`src/rtl/control_sequencer.sv`:
```
// Hardwired control unit that steps a single-bus datapath through fetch (T0-T2)
// and a three-register ALU execute (T3-T5), halting on an undecodable opcode.
module control_sequencer (
    input  logic        clock,
    input  logic        clear,
    input  logic        run,
    input  logic [31:0] ir,
    output logic        PCout,
    output logic        IncPC,
    output logic        PCin,
    output logic        MARin,
    output logic        Read,
    output logic        MDRin,
    output logic        MDRout,
    output logic        IRin,
    output logic        Yin,
    output logic        Zin,
    output logic        Zlowout,
    output logic [15:0] Rin,
    output logic [15:0] Rout,
    output logic [3:0]  alu_op,
    output logic        done,
    output logic        illegal,
    output logic [15:0] instr_count
);

    typedef enum logic [2:0] {
        S_IDLE = 3'd0,
        S_T0   = 3'd1,
        S_T1   = 3'd2,
        S_T2   = 3'd3,
        S_T3   = 3'd4,
        S_T4   = 3'd5,
        S_T5   = 3'd6,
        S_HALT = 3'd7
    } state_t;

    state_t      r_state;
    state_t      w_next_state;
    logic        r_illegal;
    logic [15:0] r_instr_count;

    logic [4:0]  w_opcode;
    logic [3:0]  w_ra;
    logic [3:0]  w_rb;
    logic [3:0]  w_rc;
    logic [4:0]  w_decode;
    logic        w_legal;
    logic [3:0]  w_op;
    logic        w_unused_ir;

    // Returns {legal, alu_op}; anything outside the ALU opcode range is illegal.
    function automatic logic [4:0] decode_op(input logic [4:0] opcode);
        logic [4:0] result;
        case (opcode)
            5'b00011: result = {1'b1, 4'd1};
            5'b00100: result = {1'b1, 4'd2};
            5'b00101: result = {1'b1, 4'd3};
            5'b00110: result = {1'b1, 4'd4};
            5'b00111: result = {1'b1, 4'd5};
            5'b01000: result = {1'b1, 4'd6};
            5'b01001: result = {1'b1, 4'd7};
            5'b01010: result = {1'b1, 4'd8};
            5'b01011: result = {1'b1, 4'd9};
            default:  result = {1'b0, 4'd0};
        endcase
        return result;
    endfunction

    assign w_opcode    = ir[31:27];
    assign w_ra        = ir[26:23];
    assign w_rb        = ir[22:19];
    assign w_rc        = ir[18:15];
    assign w_unused_ir = ^ir[14:0];
    assign w_decode    = decode_op(w_opcode);
    assign w_legal     = w_decode[4];
    assign w_op        = w_decode[3:0];

    assign illegal     = r_illegal;
    assign instr_count = r_instr_count;

    // State register.
    always_ff @(posedge clock or negedge clear) begin
        if (!clear) begin
            r_state <= S_IDLE;
        end else begin
            r_state <= w_next_state;
        end
    end

    // Next-state logic; HALT is only left through clear.
    always_comb begin
        w_next_state = r_state;
        case (r_state)
            S_IDLE: begin
                if (run) begin
                    w_next_state = S_T0;
                end else begin
                    w_next_state = S_IDLE;
                end
            end
            S_T0:   w_next_state = S_T1;
            S_T1:   w_next_state = S_T2;
            S_T2:   w_next_state = S_T3;
            S_T3: begin
                if (w_legal) begin
                    w_next_state = S_T4;
                end else begin
                    w_next_state = S_HALT;
                end
            end
            S_T4:   w_next_state = S_T5;
            S_T5: begin
                if (run) begin
                    w_next_state = S_T0;
                end else begin
                    w_next_state = S_IDLE;
                end
            end
            S_HALT: w_next_state = S_HALT;
            default: w_next_state = S_IDLE;
        endcase
    end

    // Strobe decode; ir is only looked at in the execute states.
    always_comb begin
        PCout   = 1'b0;
        IncPC   = 1'b0;
        PCin    = 1'b0;
        MARin   = 1'b0;
        Read    = 1'b0;
        MDRin   = 1'b0;
        MDRout  = 1'b0;
        IRin    = 1'b0;
        Yin     = 1'b0;
        Zin     = 1'b0;
        Zlowout = 1'b0;
        Rin     = 16'h0000;
        Rout    = 16'h0000;
        alu_op  = 4'd0;
        done    = 1'b0;
        case (r_state)
            S_T0: begin
                PCout = 1'b1;
                MARin = 1'b1;
                IncPC = 1'b1;
                Zin   = 1'b1;
            end
            S_T1: begin
                Zlowout = 1'b1;
                PCin    = 1'b1;
                Read    = 1'b1;
                MDRin   = 1'b1;
            end
            S_T2: begin
                MDRout = 1'b1;
                IRin   = 1'b1;
            end
            S_T3: begin
                Rout = 16'h0001 << w_rb;
                Yin  = 1'b1;
            end
            S_T4: begin
                Rout   = 16'h0001 << w_rc;
                Zin    = 1'b1;
                alu_op = w_op;
            end
            S_T5: begin
                Zlowout = 1'b1;
                Rin     = 16'h0001 << w_ra;
                done    = 1'b1;
            end
            default: begin
                Rin  = 16'h0000;
                Rout = 16'h0000;
            end
        endcase
    end

    // Sticky illegal flag, raised on the T3->HALT transition.
    always_ff @(posedge clock or negedge clear) begin
        if (!clear) begin
            r_illegal <= 1'b0;
        end else if ((r_state == S_T3) && !w_legal) begin
            r_illegal <= 1'b1;
        end else begin
            r_illegal <= r_illegal;
        end
    end

    // Completed-instruction counter, bumped on each edge leaving T5.
    always_ff @(posedge clock or negedge clear) begin
        if (!clear) begin
            r_instr_count <= 16'h0000;
        end else if (r_state == S_T5) begin
            r_instr_count <= r_instr_count + 16'h0001;
        end else begin
            r_instr_count <= r_instr_count;
        end
    end

endmodule

```
`config.mk`:
```
export PLATFORM = sky130hd
export DESIGN_NAME = control_sequencer
export DESIGN_NICKNAME = d
export VERILOG_FILES = /design/src/rtl/control_sequencer.sv
export SDC_FILE = /design/constraint.sdc
export NUM_CORES = 1
export LEC_CHECK = 0
export CORE_MARGIN = 2
export CORE_UTILIZATION = 34
export DETAILED_ROUTE_END_ITERATION = 8
export GPL_TIMING_DRIVEN = 1
export PLACE_DENSITY = 0.8
export SLEW_MARGIN = 10
export SYNTH_ARGS = -nofsm -noshare
export SYNTH_HDL_FRONTEND = slang
export SYNTH_SLANG_ARGS = --single-unit
```
`constraint.sdc`:
```
create_clock -name clock -period 2.1 [get_ports clock]
set_input_delay 0.42 -clock clock [delete_from_list [all_inputs] [get_ports clock]]
set_output_delay 0.42 -clock clock [all_outputs]
set_load 0.03 [all_outputs]
```
After elaboration in Yosys (flattened, before gate mapping)
Memories as Yosys holds them, arrays and structs flattened.
Index checks and enable logic that the tools add are counted.

word-level totals
  output and inout bits = 65
  bits in read-only memories = 80
  memories = 1
  logic and storage cells = 35
  register bits = 20
  input port bits = 35

cells by class
  multiplexer cells = 14
  add/sub/neg operators = 1
  reductions and logical operators = 6
  shift-type cells = 3
  eq/ne operators = 7

memory list
  name             words  bits a word  rd ports  clocked after memory_dff  wr ports  line  source
  (no name shown)  16     5            1         0                         0         55    case (opcode)

operators by type and width
  kind                                                                   count
  1-bit by 4-bit << shifter with 16-bit output, first input constant     3
  16-bit case mux with 2 select lines                                    1
  3-bit case mux with 7 select lines                                     1
  16-bit by 1-bit adder with 16-bit output, second input constant        1
  16-bit 2-to-1 mux                                                      1
  3-bit equality test, second input constant                             4
  1-bit 2-to-1 mux                                                       8
  3-bit by 2-bit equality test with 1-bit output, second input constant  2
  2-bit OR reduction                                                     3
  5-bit 2-to-1 mux                                                       1
  4-bit 2-to-1 mux                                                       1
  3-bit by 1-bit equality test with 1-bit output, second input constant  1
  3-bit zero test                                                        1
  2-bit 2-to-1 mux                                                       1
  1-bit logical AND                                                      1
  1-bit zero test                                                        1

Logic depth before layout (Yosys ltp)
Gate-level depths: netlist of the first run.
An unclocked memory read counts as a cell.

  depth after elaboration = 4
  depth in mapped cells = 6
  depth with buffers taken out = 5

Worst setup path after synthesis of the first run
Ideal clock, no wire load.

  path type = register to output
  start point = register r_state[1]
  end point = output alu_op[0]
  arrival time = 1698 ps
  cell stages (with the launch flop) = 4
  slack = -18 ps
  required time = 1680 ps
  buffers on the path = 1
  cell sequence = dfrtp_1 buf_6 nand3b_4 nor4_1

between the ends
  longest elaborated chain between the ends = 2

ends and longest elaborated chain
  item                    line  source
  from (decl)             38    state_t r_state;
  from (signal assigned)  87    r_state <= w_next_state;
  3-bit equality test     142   case (r_state)
  4-bit 2-to-1 mux        142
  to (decl)               21    output logic [3:0] alu_op,

No other way between the ends.

Worst setup path in the final report of the first run
  start point = register r_state[1]
  end point = output Rout[14]

between the ends
  longest elaborated chain between the ends = 2
  elaborated cells between the ends (all ways) = 3
  those cells by class = eq/ne (2); mux (1)

ends and longest elaborated chain
  item                                     line  source
  3-bit equality test                      142
  16-bit case mux with 2 select lines (*)  142
  to (decl)                                20    output logic [15:0] Rout,

Mark *: on every way between the ends. The rest lies on a longest branch, timed or not.

==> results.sh, run 1 <==
export IMPL_synth_seq_area_share_pct=36.9
export IMPL_clock_skew_ps=2.11
export IMPL_r2r_slack_ps=410
export IMPL_cp_slowest_cell="dfrtp_2"
export IMPL_placed_area_sq_um=2150
export IMPL_multi_input_area_sq_um=937
export IMPL_globalRouteTotalUtil_pct=17.0
export IMPL_cp_top_family="simple AND/OR/NAND/NOR gates"
export IMPL_synth_cells=164
export IMPL_first_global_vias=1342
export IMPL_drt_iter0_drc=44
export IMPL_dp_hpwl_microns=2880
export IMPL_num_rows=22
export IMPL_drc_errors=0
export IMPL_dieArea_sq_um=4510
export IMPL_num_vias=1500
export IMPL_antenna_found_initial=0
export IMPL_clk_latency_ps=260
export IMPL_syn_nets=200
export IMPL_vias_per_cell=4.93
export IMPL_worst_path_buf_inv=1
export IMPL_p_comb_share_pct=62.6
export IMPL_fin_area_sq_um=2440
export IMPL_grt_overflow_total=0
export IMPL_pwr_share_seq_pct=26.4
export IMPL_synth_adder_area_share_pct=0.923
export IMPL_worstMarginPinSlew_ps=436
export IMPL_num_nets_final=294
export IMPL_ff_latch_area_sq_um=504
export IMPL_swShare_pct=46.2
export IMPL_setup_viol=12
export IMPL_min_delay_start="instr_count[15]$_DFFE_PN0P_"
export IMPL_dr_pass1_iters=3
export IMPL_critPathArrivalTime_ps=1720
export IMPL_ant_nets=0
export IMPL_cp_slowest_stage_delay_ps=430
export IMPL_final_util_pct=65.2
export IMPL_cts_root_buf="clkbuf_8"
export IMPL_netlist_area_sq_um=1360
export IMPL_path_cells="nand3b_4 -> mux2i_4 -> or2_4 -> nor2_2 -> buf_6"
export IMPL_period_minus_slack_ps=2140
export IMPL_critical_path_max_fanout=5
export IMPL_port_buffers=84
export IMPL_drive_above_1_share_pct=36.7
export IMPL_synth_compound_area_share_pct=3.23
export IMPL_hp_class="reg2reg"
export IMPL_antenna_cells=0
export IMPL_r2r_start="r_state[1]$_DFF_PN0_"
export IMPL_yosys_warnings=0
export IMPL_leakage_nw=1.10
export IMPL_cts_buffers=3
export IMPL_status="finished, violations left"
export IMPL_clk_pin_slew_ps=60
export IMPL_routedWlPerCell_microns=12.9
export IMPL_cts_tree="yes"
export IMPL_clock_sinks=20
export IMPL_gp_congestion=0.757
export IMPL_htreeDepth=1
export IMPL_p_int_mw=1.20
export IMPL_cts_path_max_buffers=2
export IMPL_die_w_microns=67.1
export IMPL_yosys_area_top_type="dfrtp_1"
export IMPL_grt_max_degree=21
export IMPL_post_route_period_util_pct=102
export IMPL_io_pins=100
export IMPL_timing_fmax_mhz=467
export IMPL_tns_ps=-216
export IMPL_reg2reg_depth=7
export IMPL_ys_top_cells_by_area="dfrtp_1 (37%), nor2_1 (11%), xnor2_1 (9.7%)"
export IMPL_worstSetupPathType="reg2out"
export IMPL_rsz0062_at_grt="true"
export IMPL_crit_path_end_kind="output pin"
export IMPL_grt_pass1_wl_microns=5890
export IMPL_slew_headroom_pct=70.8
export IMPL_syn_to_final_growth_pct=80.1
export IMPL_violations="setup timing"
export IMPL_syn_area_per_cell_sq_um=8.26
export IMPL_synth_top_area_share_pct=36.9
export IMPL_power_frac_clock_pct=11.0
export IMPL_holdPathStages=1
export IMPL_ys_types=35
export IMPL_synth_xor_area_share_pct=10.3
export IMPL_powerDensity_nw_per_um2=913
export IMPL_drv_slew=0
export IMPL_worstReg2RegEnd="instr_count[15]$_DFFE_PN0P_"
export IMPL_yosys_area_share_simple_pct=38.4
export IMPL_start_util_pct=36.2
export IMPL_final_hold_violation_count=0
export IMPL_startpoint_type="flop"
export IMPL_maxCapViolCount=0
export IMPL_setup_ws_ps=-41.6
export IMPL_synth_top_family_by_area="simple AND/OR/NAND/NOR gates"
export IMPL_wirelength_microns=3920
export IMPL_cts_hold_buf=0
export IMPL_fillCellCount=331
export IMPL_holdPathEnd="instr_count[15]$_DFFE_PN0P_"
export IMPL_synth_seq_cells=20
export IMPL_synthMuxAreaShare_pct=4.06
export IMPL_core_sq_um=3740
export IMPL_crit_required_ps=1680
export IMPL_die_h_microns=67.1
export IMPL_ir_drop_mv=0.415
export IMPL_power_switching_mw=1.03
==> timing repair <==
action                                  in CTS  in global routing
setup buffers                                6                  3
gates cloned                                 0                  0
endpoints found under the hold margin        0                  0
pin swaps                                    5                  2
gates resized for setup                     35                 31
endpoints found under the setup margin      31                 23
==> metrics by stage <==
stage                     instances  power (mW)  setup WS [ps]  hold slack [ps]
after detailed placement        292        1.78           16.9              465
after global routing            304        2.36           -147              496
after global placement          292        1.76           41.1              456
after floorplan                 164        1.39           10.0              124
after CTS                       301        2.11          -39.7              476
final                           304        2.23          -41.6              473
==> Yosys cell counts, drive strengths merged <==
library cell  count
xnor2            15
a211oi            2
nor3              7
nand3b            3
or3               1
clkbuf            2
nor2b             3
nor2             38
o31ai             1
nor3b             1
nor4              2
nand2            20
and2b             1
and3              2
mux2              1
buf               8
ha                1
and4              2
nand2b            5
xor2              1
mux2i             4
o22ai             1
dfrtp            20
nand3             6
nand4             7
and2              3
or2               1
a21oi             3
inv               3
==> kinds of logic after synthesis <==
logic type | after synthesis
compound gates | 7
flops | 20
xor+xnor | 16
mux | 5
fa+ha+maj | 1
buf+inv | 13
simple gates | 102
==> layout make-up <==
| class | instances | share of cell area [%] |
|---|---|---|
| inverter | 3 | 0.461 |
| multi-input combinational | 131 | 38.4 |
| sequential | 20 | 20.7 |
| timing repair buffer | 99 | 36.3 |
| clock buffer | 3 | 1.69 |
| tap | 48 | 2.46 |
==> placed cells by master (no fill, tap or decap), types with 2 or more instances in the layout <==
| cell type | instances |
|---|---|
| clkdlybuf4s50_1 | 35 |
| nand2b_1 | 3 |
| xnor2_1 | 15 |
| and3_1 | 2 |
| nand2_1 | 16 |
| dlymetal6s2s_1 | 2 |
| a21oi_1 | 3 |
| a211oi_1 | 2 |
| clkbuf_8 | 3 |
| dlygate4sd2_1 | 10 |
| nand3_1 | 5 |
| nor2_2 | 9 |
| inv_1 | 2 |
| and2_1 | 3 |
| nand3b_4 | 2 |
| nand2_4 | 2 |
| nor2_1 | 24 |
| nor2b_1 | 2 |
| dfrtp_2 | 3 |
| nor2_4 | 5 |
| dfrtp_1 | 17 |
| buf_6 | 9 |
| nor3_2 | 2 |
| nor4_2 | 2 |
| buf_4 | 41 |
| nor3_1 | 5 |
| mux2i_4 | 3 |
| nand2_2 | 2 |
| nand4_1 | 7 |
==> power by group through the flow <==
stage | Combinational [mW] | Sequential (mW) | Clock [mW]
5_1_grt | 1.49 | 0.600 | 0.273
6_report | 1.39 | 0.588 | 0.246
3_5_place_dp | 1.17 | 0.608 | 0
2_1_floorplan | 0.788 | 0.605 | 0
3_3_place_gp | 1.16 | 0.604 | 0
4_1_cts | 1.28 | 0.585 | 0.248
==> sequential cells by signal, summed over array words and instances, names as in the netlist, named ones only <==
register	flops
r_state	2
illegal	1
instr_count	16
==> metal layers <==
layer  routed length, microns  global-route usage [%]
met1                     1570                    20.1
met2                     1970                    29.5
met3                      328                    5.17
met4                       53                    5.36
met5                        0                       0
==> how the worst max path moves through the flow <==
stage	startpoint	endpoint	slack (ps)	cells after the start
4_1_cts	r_state[1]$_DFF_PN0_	Rout[7]	-40	5
5_1_grt	r_state[1]$_DFF_PN0_	Rout[3]	-150	5
3_5_place_dp	ir[30]	alu_op[2]	20	5
3_3_place_gp	ir[30]	alu_op[2]	40	5
2_1_floorplan	r_state[1]$_DFF_PN0_	alu_op[1]	10	3
6_report	r_state[1]$_DFF_PN0_	Rout[14]	-40	5
==> worst register-to-register path: cells and delay by family (launching register included) <==
kind | cells | cell delay (ps)
DFF | 1 | 390
buffers and inverters | 3 | 360
xor gates and xnor gates | 1 | 160
and+or+nand+nor | 3 | 660
(Power assumes the default switching activity.)
==> inputs of run 2 (changes only) <==
--- a/config.mk
+++ b/config.mk
@@ -5,11 +5,11 @@
 export SDC_FILE = /design/constraint.sdc
 export NUM_CORES = 1
 export LEC_CHECK = 0
-export CORE_MARGIN = 2
-export CORE_UTILIZATION = 34
+export CORE_UTILIZATION = 35
+export CTS_BUF_LIST = sky130_fd_sc_hd__clkbuf_8
 export DETAILED_ROUTE_END_ITERATION = 8
 export GPL_TIMING_DRIVEN = 1
-export PLACE_DENSITY = 0.8
+export PLACE_DENSITY = 0.82
 export SLEW_MARGIN = 10
 export SYNTH_ARGS = -nofsm -noshare
 export SYNTH_HDL_FRONTEND = slang
==> run 2 against run 1 <==
Net effect:
- the flow now finishes without violations
- cell area shrank 5.5%
- maximum frequency grew 2.2%
- register-to-register slack gained 190 ps
- utilization shrank 2.7 points
- clock-buffer cell count grew 1
- die area shrank 8.5%
- combinational power shrank 10%
- routed wire length shrank 11%
- sequential share of layout area grew 1.2 points
- hold slack lost 5.6 ps
- clock power grew 18%
- largest power group unchanged
==> results.sh, run 2 (synthesis gave the netlist of run 1 again) <==
export IMPL_worstReg2RegEnd="instr_count[6]$_DFFE_PN0P_"
export IMPL_core_sq_um=3690
export IMPL_antenna_found_initial=0
export IMPL_setup_ws_ps=5.50
export IMPL_worstSetupPathType="reg2out"
export IMPL_cp_slowest_stage_delay_ps=430
export IMPL_period_minus_slack_ps=2090
export IMPL_fillCellCount=337
export IMPL_critical_path_endpoint="Rout[7]"
export IMPL_tns_ps=0
export IMPL_slew_headroom_pct=71.8
export IMPL_rsz0062_at_grt="true"
export IMPL_htreeDepth=1
export IMPL_cts_hold_buf=0
export IMPL_final_util_pct=62.6
export IMPL_startpoint_type="flop"
export IMPL_final_cell_mix="buf_4 (43), clkdlybuf4s50_1 (36), nor2_1 (35)"
export IMPL_die_h_microns=64.2
export IMPL_pwr_share_seq_pct=27.5
export IMPL_clk_pin_slew_ps=70
export IMPL_first_global_vias=1307
export IMPL_cts_root_buf="clkbuf_8"
export IMPL_grtUsageMet1_pct=20.7
export IMPL_cts_path_max_buffers=2
export IMPL_fin_area_sq_um=2310
export IMPL_clock_skew_ps=1.53
export IMPL_drv_slew=0
export IMPL_largest_register_ff_count=16
export IMPL_drive_above_1_share_pct=29.4
export IMPL_timing_fmax_mhz=477
export IMPL_routedWlPerCell_microns=11.6
export IMPL_holdWs_ps=467
export IMPL_worst_path_buf_inv=1
export IMPL_cp_top_family="simple AND/OR/NAND/NOR gates"
export IMPL_dp_hpwl_microns=2730
export IMPL_clk_latency_ps=260
export IMPL_ant_nets=0
export IMPL_crit_required_ps=1680
export IMPL_r2r_slack_ps=600
export IMPL_grt_use_met2_pct=31.1
export IMPL_p_int_mw=1.17
export IMPL_globalRouteTotalUtil_pct=17.4
export IMPL_num_vias=1456
export IMPL_path_cells="nand3b_4 -> mux2i_4 -> or2_4 -> nor2_1 -> buf_4"
export IMPL_die_w_microns=64.2
export IMPL_power_switching_uw=957
export IMPL_final_common_cell="buf_4"
export IMPL_start_util_pct=36.7
export IMPL_critPathArrivalTime_ps=1670
export IMPL_antenna_cells=0
export IMPL_power_frac_clock_pct=13.6
export IMPL_grt_max_degree=21
export IMPL_syn_to_final_growth_pct=70.3
export IMPL_r2r_start="r_state[0]$_DFF_PN0_"
export IMPL_status="complete, no violations"
export IMPL_drc_errors=0
export IMPL_crit_cells=5
export IMPL_top_usage_layer="met2"
export IMPL_num_rows=22
export IMPL_powerDensity_nw_per_um2=922
export IMPL_leakage_nw=1.08
export IMPL_hp_class="reg2reg"
export IMPL_maxCapViolCount=0
export IMPL_critical_path_max_fanout=6
export IMPL_cts_buffers=3
export IMPL_grt_overflow_total=0
export IMPL_multi_input_area_sq_um=843
export IMPL_reg2reg_depth=6
export IMPL_worstMarginPinSlew_ps=421
export IMPL_wirelength_microns=3490
export IMPL_cp_slowest_cell="dfrtp_2"
export IMPL_clock_sinks=20
export IMPL_final_cells=300
export IMPL_crit_path_end_kind="output pin"
export IMPL_swShare_pct=45.0
export IMPL_io_pins=100
export IMPL_use_met3_pct=3.57
export IMPL_ff_latch_area_sq_um=504
export IMPL_power_mw=2.13
export IMPL_worstSetupStartpoint="r_state[1]$_DFF_PN0_"
export IMPL_place_ws_ps=8.85
export IMPL_drt_iter0_drc=33
export IMPL_final_hold_violation_count=0
export IMPL_dr_pass1_iters=4
export IMPL_ir_drop_mv=0.399
export IMPL_port_buffers=84
export IMPL_setup_viol=0
export IMPL_gp_congestion=0.779
export IMPL_post_route_period_util_pct=99.7
export IMPL_vias_per_cell=4.85
export IMPL_grt_pass1_wl_microns=5660
export IMPL_placed_area_sq_um=2150
export IMPL_p_comb_share_pct=58.8
export IMPL_num_nets_final=289
export IMPL_dieArea_sq_um=4120
export IMPL_dp_cells=293
export IMPL_cts_tree="yes"
## run 2: cell count changes in the layout (fill, tap and decap cells not counted), sizes merged
| cell | previous run | this run |
|---|---|---|
| clkdlybuf4s15 | 1 | 0 |
| clkbuf | 3 | 4 |
| dlygate4sd2 | 10 | 9 |
| buf | 51 | 46 |
| dlymetal6s2s | 2 | 3 |
| clkdlybuf4s50 | 35 | 36 |
## run 2: what timing repair did
action / 4_1_cts / 5_1_grt
setup buffers: 3 / 0
gates resized for setup: 14 / 19
endpoints found under the setup margin: 33 / 22
## run 2: final cells by class
cell class	instances	area share [%]
multi-input cells	131	36.6
repair buffers	94	36.1
flip-flops and latches	20	21.9
well taps	48	2.60
clock buffers	4	2.39
inverters	3	0.488
## run 2: power groups by stage
stage,registers [mW],logic [mW],clock network (mW)
after floorplan,0.605,0.788,0
after global placement,0.594,1.18,0
after detailed placement,0.601,1.20,0
after CTS,0.584,1.21,0.295
after global routing,0.604,1.35,0.311
final,0.586,1.25,0.290
## run 2: how the worst min path moves through the flow
stage / from / end / slack, ps / cells after the start
5_1_grt: instr_count[15]$_DFFE_PN0P_ / instr_count[15]$_DFFE_PN0P_ / 490 / 1
3_5_place_dp: illegal$_DFFE_PN0P_ / illegal$_DFFE_PN0P_ / 460 / 2
6_report: instr_count[15]$_DFFE_PN0P_ / instr_count[15]$_DFFE_PN0P_ / 470 / 1
3_3_place_gp: illegal$_DFFE_PN0P_ / illegal$_DFFE_PN0P_ / 460 / 2
4_1_cts: instr_count[15]$_DFFE_PN0P_ / instr_count[15]$_DFFE_PN0P_ / 480 / 1
2_1_floorplan: clear / asynchronous set/reset pin / 120 / 0
## run 2: worst register-to-register path, stage by stage (launching register included)
cell and delay, ps:
dfrtp_2 450, nand3b_4 220, inv_2 70, buf_4 140, and4_4 260, nand3_1 100
xnor2_1 140
## run 2: metal layers
layer,wire (microns),vias to the layer above
li1,-,727
met1,1480,671
met2,1760,54
met3,208,4
met4,46,0
met5,0,-
==> inputs of run 3 (changes only) <==
--- a/config.mk
+++ b/config.mk
@@ -7,6 +7,7 @@
 export LEC_CHECK = 0
 export CORE_UTILIZATION = 35
 export CTS_BUF_LIST = sky130_fd_sc_hd__clkbuf_8
+export CTS_CLUSTER_DIAMETER = 150
 export DETAILED_ROUTE_END_ITERATION = 8
 export GPL_TIMING_DRIVEN = 1
 export PLACE_DENSITY = 0.82
==> results of run 3 <==
Same layout as run 2: the final DEF is identical, and so are final timing and power.
